--- config.mk ---
export PLATFORM = sky130hd
export DESIGN_NAME = instr_issue
export DESIGN_NICKNAME = d
export VERILOG_FILES = /design/src/rtl/alu_pkg.sv /design/src/rtl/instr_decode.sv /design/src/rtl/instr_issue.sv
export SDC_FILE = /design/constraint.sdc
export NUM_CORES = 2
export LEC_CHECK = 0
export CAP_MARGIN = 20
export CORE_MARGIN = 2
export CORE_UTILIZATION = 43
export CTS_BUF_LIST = sky130_fd_sc_hd__clkbuf_4 sky130_fd_sc_hd__clkbuf_8
export CTS_CLUSTER_DIAMETER = 30
export DETAILED_ROUTE_END_ITERATION = 16
export PLACE_DENSITY_LB_ADDON = 0.05
export SKIP_CTS_REPAIR_TIMING = 1
export SLEW_MARGIN = 20
export SYNTH_ARGS = -nofsm -noshare
export SYNTH_HDL_FRONTEND = slang
export SYNTH_SLANG_ARGS = --single-unit
export TNS_END_PERCENT = 1
--- constraint.sdc ---
create_clock -name clk -period 83.8 [get_ports clk]
set_input_delay 8.38 -clock clk [delete_from_list [all_inputs] [get_ports clk]]
set_output_delay 8.38 -clock clk [all_outputs]
set_load 0.005 [all_outputs]
--- src/rtl/alu_pkg.sv ---
// alu_pkg: instruction IDs, MIPS opcode/funct encodings and sequencer state types.
package alu_pkg;
  localparam logic [31:0] ID_NONE  = 32'd0;
  localparam logic [31:0] ID_ADD   = 32'd1;
  localparam logic [31:0] ID_SUB   = 32'd2;
  localparam logic [31:0] ID_ADDU  = 32'd3;
  localparam logic [31:0] ID_SUBU  = 32'd4;
  localparam logic [31:0] ID_ADDI  = 32'd5;
  localparam logic [31:0] ID_ADDIU = 32'd6;
  localparam logic [31:0] ID_AND   = 32'd7;
  localparam logic [31:0] ID_OR    = 32'd8;
  localparam logic [31:0] ID_ANDI  = 32'd9;
  localparam logic [31:0] ID_ORI   = 32'd10;
  localparam logic [31:0] ID_SLL   = 32'd11;
  localparam logic [31:0] ID_SRL   = 32'd12;
  localparam logic [5:0] OP_RTYPE = 6'h00;
  localparam logic [5:0] OP_ADDI  = 6'h08;
  localparam logic [5:0] OP_ADDIU = 6'h09;
  localparam logic [5:0] OP_ANDI  = 6'h0C;
  localparam logic [5:0] OP_ORI   = 6'h0D;
  localparam logic [5:0] FN_SLL  = 6'h00;
  localparam logic [5:0] FN_SRL  = 6'h02;
  localparam logic [5:0] FN_ADD  = 6'h20;
  localparam logic [5:0] FN_ADDU = 6'h21;
  localparam logic [5:0] FN_SUB  = 6'h22;
  localparam logic [5:0] FN_SUBU = 6'h23;
  localparam logic [5:0] FN_AND  = 6'h24;
  localparam logic [5:0] FN_OR   = 6'h25;
  typedef enum logic [1:0] {IDLE, FETCH, DECODE, EXEC} state_t;
  typedef enum logic [1:0] {OPB_REG, OPB_SEXT, OPB_ZEXT, OPB_SHAMT} opb_t;
endpackage

--- src/rtl/instr_decode.sv ---
// instr_decode: combinational MIPS word decoder producing instr_ID, register indices and operand-b source.
module instr_decode
  import alu_pkg::*;
(
  input  logic [31:0] instr,
  output logic [31:0] instr_id,
  output logic [4:0]  dest,
  output logic [4:0]  a_idx,
  output logic [4:0]  b_idx,
  output opb_t        b_sel,
  output logic [31:0] imm
);
  always_comb begin
    instr_id = ID_NONE;
    dest = instr[15:11];
    a_idx = instr[25:21];
    b_idx = instr[20:16];
    b_sel = OPB_REG;
    if (instr[31:26] == OP_RTYPE) begin
      case (instr[5:0])
        FN_ADD:  instr_id = ID_ADD;
        FN_SUB:  instr_id = ID_SUB;
        FN_ADDU: instr_id = ID_ADDU;
        FN_SUBU: instr_id = ID_SUBU;
        FN_AND:  instr_id = ID_AND;
        FN_OR:   instr_id = ID_OR;
        FN_SLL: begin
          instr_id = ID_SLL;
          a_idx = instr[20:16];
          b_sel = OPB_SHAMT;
        end
        FN_SRL: begin
          instr_id = ID_SRL;
          a_idx = instr[20:16];
          b_sel = OPB_SHAMT;
        end
        default: instr_id = ID_NONE;
      endcase
    end else begin
      dest = instr[20:16];
      case (instr[31:26])
        OP_ADDI: begin
          instr_id = ID_ADDI;
          b_sel = OPB_SEXT;
        end
        OP_ADDIU: begin
          instr_id = ID_ADDIU;
          b_sel = OPB_SEXT;
        end
        OP_ANDI: begin
          instr_id = ID_ANDI;
          b_sel = OPB_ZEXT;
        end
        OP_ORI: begin
          instr_id = ID_ORI;
          b_sel = OPB_ZEXT;
        end
        default: instr_id = ID_NONE;
      endcase
    end
  end
  assign imm = b_sel == OPB_SHAMT ? {27'b0, instr[10:6]}
             : b_sel == OPB_ZEXT  ? {16'b0, instr[15:0]}
             : {{16{instr[15]}}, instr[15:0]};
endmodule

--- src/rtl/instr_issue.sv ---
// instr_issue: fetch/decode/issue sequencer owning the PC and 32x32 register file that feeds alu_top.
module instr_issue
  import alu_pkg::*;
#(
  parameter logic [31:0] RESET_PC = 32'h0000_0000
) (
  input  logic        clk,
  input  logic        rst,
  input  logic        run,
  output logic        imem_req,
  output logic [31:0] imem_addr,
  input  logic        imem_ack,
  input  logic [31:0] imem_rdata,
  output logic [31:0] instr_ID,
  output logic [31:0] rs,
  output logic [31:0] rt,
  output logic [31:0] initial_pc,
  input  logic [31:0] alu_rd,
  input  logic [31:0] alu_pc,
  output logic        retire,
  output logic        illegal,
  input  logic [4:0]  dbg_raddr,
  output logic [31:0] dbg_rdata
);
  state_t state, state_nx;
  logic [31:0] pc, ir;
  logic [31:0] regs [32];
  logic [4:0] dest;
  logic [31:0] d_id, d_imm;
  logic [4:0] d_dest, d_a, d_b;
  opb_t d_bsel;
  instr_decode u_dec (
    .instr(ir),
    .instr_id(d_id),
    .dest(d_dest),
    .a_idx(d_a),
    .b_idx(d_b),
    .b_sel(d_bsel),
    .imm(d_imm)
  );
  always_comb begin
    state_nx = state;
    case (state)
      IDLE:    state_nx = run ? FETCH : IDLE;
      FETCH:   state_nx = imem_ack ? DECODE : FETCH;
      DECODE:  state_nx = EXEC;
      default: state_nx = run ? FETCH : IDLE;
    endcase
  end
  assign imem_req = state == FETCH;
  assign imem_addr = pc;
  assign dbg_rdata = regs[dbg_raddr];
  // regs[0] is cleared on reset and never written, so R0 reads as zero everywhere
  always_ff @(posedge clk or posedge rst) begin
    if (rst) begin
      state <= IDLE;
      pc <= RESET_PC;
      ir <= '0;
      instr_ID <= ID_NONE;
      rs <= '0;
      rt <= '0;
      initial_pc <= RESET_PC;
      dest <= '0;
      retire <= 1'b0;
      illegal <= 1'b0;
      regs <= '{default: '0};
    end else begin
      state <= state_nx;
      retire <= 1'b0;
      illegal <= 1'b0;
      if (state == FETCH && imem_ack) ir <= imem_rdata;
      if (state == DECODE) begin
        instr_ID <= d_id;
        rs <= regs[d_a];
        rt <= d_bsel == OPB_REG ? regs[d_b] : d_imm;
        initial_pc <= pc;
        dest <= d_dest;
      end
      if (state == EXEC) begin
        if (instr_ID != ID_NONE) begin
          if (dest != 5'd0) regs[dest] <= alu_rd;
          pc <= alu_pc;
          retire <= 1'b1;
        end else begin
          pc <= pc + 32'd4;
          illegal <= 1'b1;
        end
      end
    end
  end
endmodule

# ---- After elaboration in Yosys (flattened, before gate mapping)
# Index checks and enable logic that the tools add are counted.
dict set report classes {
  addsub 1
  n_lt_le_gt_ge 5
  n_eq_ne 16
  muxes 32
  bitwise 4
  reduce_logical 11
}
# op count
set op_table {}
lappend op_table {{1024-bit bitwise mux} 1}
lappend op_table {{32-bit binary-select mux with 5-bit select} 3}
lappend op_table {{32-bit two-way mux} 12}
lappend op_table {{32-bit demux with 5-bit select} 1}
lappend op_table {{6-bit == test (second input constant)} 6}
lappend op_table {{32-bit by 3-bit adder with 32-bit output (second input constant)} 1}
lappend op_table {{4-bit case mux with 8 select lines} 1}
lappend op_table {{32-bit nonzero test} 1}
lappend op_table {{6-bit by 4-bit == test with 1-bit output (second input constant)} 4}
lappend op_table {{6-bit greater-or-equal comparator (second input constant)} 4}
lappend op_table {{5-bit inverter with 6-bit output} 4}
lappend op_table {{4-bit case mux with 4 select lines} 1}
lappend op_table {{5-bit two-way mux} 3}
lappend op_table {{6-bit logical NOT} 2}
lappend op_table {{2-bit == test (second input constant)} 4}
lappend op_table {{2-bit case mux with 2 select lines} 2}
lappend op_table {{6-bit by 2-bit == test with 1-bit output (second input constant)} 1}
lappend op_table {{6-bit by 1-bit less-than comparator with 1-bit output (second input constant)} 1}
lappend op_table {{2-bit two-way mux} 3}
lappend op_table {{2-bit OR reduction} 3}
lappend op_table {{1-bit two-way mux} 5}
lappend op_table {{5-bit nonzero test} 1}
lappend op_table {{3-bit AND reduction} 1}
lappend op_table {{2-bit by 1-bit == test with 1-bit output (second input constant)} 1}
lappend op_table {{2 further kinds} 3}
dict set report word_totals {
  regBits 1225
  input_bits 105
  output_inout_bits 195
}

# ---- Logic depth before layout (Yosys ltp)
dict set report depth {
  word_depth 8
  ltp_mapped 14
  ltp_nobuf 8
}

# ---- Modules after synthesis
# From an unflattened synthesis, not the netlist that was laid out.
dict set report unflattened {
  hier_cells 5178
  area_unflattened_um2 71657.5
}
# mod instances cells_each area_each_um2 seq_area_each_um2
set modules_own_cells {}
lappend modules_own_cells {instr_issue 1 5063 70802.9 30654.4}
lappend modules_own_cells {instr_decode 1 115 854.6 0.0}

# ---- Worst setup path before layout
# OpenSTA, ideal clock, no wires.
dict set report synth_path {
  path_type {in2out}
  start {input dbg_raddr[0]}
  end {output dbg_rdata[10]}
  t_arrival_ns 10.856
  setup_slack_ns 64.564
  stages 6
  path_buffers 3
  cell_sequence {clkbuf_1 > clkbuf_1 > buf_1 > mux4_2 > mux4_2 > mux2_2}
}
dict set report synth_between {
  elab_chain_len 4
}
# element line_no
set synth_rtl {}
lappend synth_rtl {{start, declared} instr_issue.sv:22} ;# input logic [4:0] dbg_raddr,
lappend synth_rtl {{5-bit inverter with 6-bit output (implied by the code)} instr_issue.sv:52} ;# assign dbg_rdata = regs[dbg_raddr];
lappend synth_rtl {{32-bit binary-select mux with 5-bit select} instr_issue.sv:52}
lappend synth_rtl {{32-bit two-way mux (implied by the code) (2 in a row)} instr_issue.sv:52}
lappend synth_rtl {{end, declared} instr_issue.sv:23} ;# output logic [31:0] dbg_rdata
# Every way passes these cells. The select of a mux whose other input is x is not followed.

# ---- Final worst setup path
dict set report layout_path {
  start {input dbg_raddr[0]}
  end {output dbg_rdata[8]}
}
# Same word-level chain as after synthesis.

==> qor.txt <==
number of global-route vias before repair - 54500
most common cell in the netlist - dfrtp_1
Slew @ Worst Pin - 1350 ps
mux cell area share after synthesis - 0.394
Yosys top cell by area - dfrtp_1
Rel. slew slack - 0.102
r2r setup slk - 78430 ps
Synthesis Warnings - 0
vias per cell - 6.80
Peak VDD IR - 25.7 uV
top post-synthesis cells by area - dfrtp_1 42%, mux4_2 21%, mux2_2 17%
WL/cell - 36.0 um
worst skew pair latency - 1050 ps
total wire length - 293000 um
Mapped Cells - 5554
Clock Pin Slew Worst Setup and Hold Paths - 50 ps
final cycle utilization of the critical path - 0.263
Critical Path Sink Type - primary output
fin crit period - 22050 ps
first-pass GRT wire length - 417000 um
cell row count - 148
critical-path cell list - buf_8 -> buf_4 -> buf_4 -> buf_4 -> mux4_2 -> mux4_2 -> mux2_2 -> clkdlybuf4s50_1
Placed Instance Area - 0.0751 mm2
Starting DRT DRC Count - 6885
async set-reset flop share out of synthesis - 1.00
RSZ-0062 raised after global routing - false
Post-synth EDFFs - 0
WP data arrival - 13670 ps
CP peak stage delay - 890 ps
Leak - 33.7 nW
largest net degree at the start of global routing - 147
Commonest cells post-synth - 1197 x dfrtp_1, 1096 x mux2_2, 645 x mux4_2
fraction of layout instances using a drive strength above 1 - 0.436
fill cell count - 14200
Yosys reg bits - 1197
remaining global-route overflow - 0
gr usage total - 0.347
Final Hold Fails - 0
clock skew - 77.8 ps
Simple-Gate Fraction of Synth Area - 0.0658
I/O pins - 300
area share of the largest cell type after synthesis - 0.424
Die Span Y - 409 um
Avg Inst Size Synth - 12.7 um2
Max FO, Critical Path - 68
end of the critical path - dbg_rdata[8]
initial core utilization - 0.433
final slew viol count - 0
Critical Path Source - dbg_raddr[0]
hold path depth - 0
Tightest Hold Check Type - flip-flop to flip-flop
r2r endpoint - rs[22]
Pwr per Cell Area - 36.9 mW/mm2
fmax - 0.0454 GHz
fin area - 0.0832 mm2
total CTS buffers - 343
Horiz. Die Dim - 409 um
setup_tns - 0 ps
RR Startpoint - ir[26]
GP Congestion - 0.872
Synth Area in XOR/XNOR - 0
CP dominant cell by count - buf_4
register area share after synthesis - 0.424
Final ANT Viol Nets - 0
crit start category - input pin
final setup vio count - 0
Netlist cell types - 71
H-tree Lvls - 5
Netlist Area Pre-Place - 0.0706 mm2
worst r2r path cells - 10
area share of fa/ha/maj cells after synthesis - 0.000709
status - completed
CP required - 75420 ps
clk root buf - clkbuf_8
top_reg_cell synth - dfrtp_1
via count - 55200
PortBufs - 271
1st-pass router iterations - 8
core area - 0.163 mm2
largest family of logic cells by synthesized area - multiplexers
detailed-route DRC error count - 0
HP Start - regs[998]
nets - 5794
CTS sink count - 1197
Clock Path Buffers - 4
WS Path Type - input pin to primary output
Synth Area in Compound Gates - 0.0773
antenna violations before repair - 26
CTS tree - yes
die area - 0.168 mm2
area delta synth->final - 17.7%
CP max stage cell - buf_4
Max Cap Viol - 0
placed wire-length estimate - 168000 um
[registers in the layout (all words and copies together) (netlist names)]
register and count:
ir 32, regs 1024, state 2, instr_ID 4, retire 1, rs 32
illegal 1, dest 5, imem_addr 32, initial_pc 32, rt 32
[layout make-up]
type	instances	area, um2	area share
sequential	1197	30000	0.360
antenna	11	27.5	0.000331
clock buffer	467	6110	0.0735
timing repair buffer	416	3760	0.0452
inverter	20	82.6	0.000993
clock inverter	134	2010	0.0242
tap	2175	2720	0.0327
multi-input combinational	3707	38500	0.463
[cell usage in the layout, fill, tap and decap left out, types with 100 or more instances in the layout]
master	synthesis	routed
dfrtp_1	1197	1192
mux2_2	1096	1095
mux4_2	645	645
nand2_1	451	433
clkbuf_8	0	417
a21oi_1	267	267
clkdlybuf4s50_1	0	241
nand3_1	196	189
o21ai_0	157	157
buf_4	28	141
and3_1	111	111
a211oi_1	101	100
[power breakdown]
part / switching [W] / leakage, nW / internal [W]
clock network: 0.000326 / 4.19 / 0.000626
logic: 0.000667 / 14.9 / 0.000553
registers: 0.000178 / 14.6 / 0.000718
[logic make-up (layout without fill, tap and decap cells)]
| family | after synthesis | after routing |
|---|---|---|
| muxes | 1836 | 1836 |
| DFF | 1197 | 1197 |
| and+or+nand+nor | 989 | 989 |
| AOI/OAI and AO/OA | 850 | 850 |
| buffers and inverters | 677 | 1037 |
| adders and majority gates | 4 | 4 |
| other | 1 | 39 |
[per-stage QoR]
stage | utilization | setup slack, ps | power, W | hold WS [ps] | std cells
floorplan | - | 41700 | 0.00160 | 455 | 5581
global placement | 0.461 | 61750 | 0.00209 | 410 | 7513
detailed placement | 0.461 | 61650 | 0.00210 | 406 | 7514
CTS | 0.511 | 61650 | 0.00306 | 417 | 8115
global route | 0.510 | 61380 | 0.00319 | 432 | 8122
finish | 0.510 | 61750 | 0.00307 | 418 | 8127
[how the worst min path moves through the flow]
stage | end | slack (ps)
finish | regs[998] | 420
global placement | regs[1023] | 410
floorplan | regs[1003] | 450
CTS | regs[998] | 420
global route | regs[1002] | 430
detailed placement | regs[998] | 410
[layer usage]
layer / vias up / share of wire / track usage
met1: 29100 / 0.40 / 0.469
met3: 843 / 0.10 / 0.0939
li1: 21800 / - / -
met2: 3510 / 0.44 / 0.512
met5: - / 0.00018 / 0
met4: 8 / 0.054 / 0.175
[critical path, delay by kind of cell]
kind	cells	cell delay, ps
muxes	3	1540
buffers and inverters	5	3570
(Power assumes the default switching activity.)
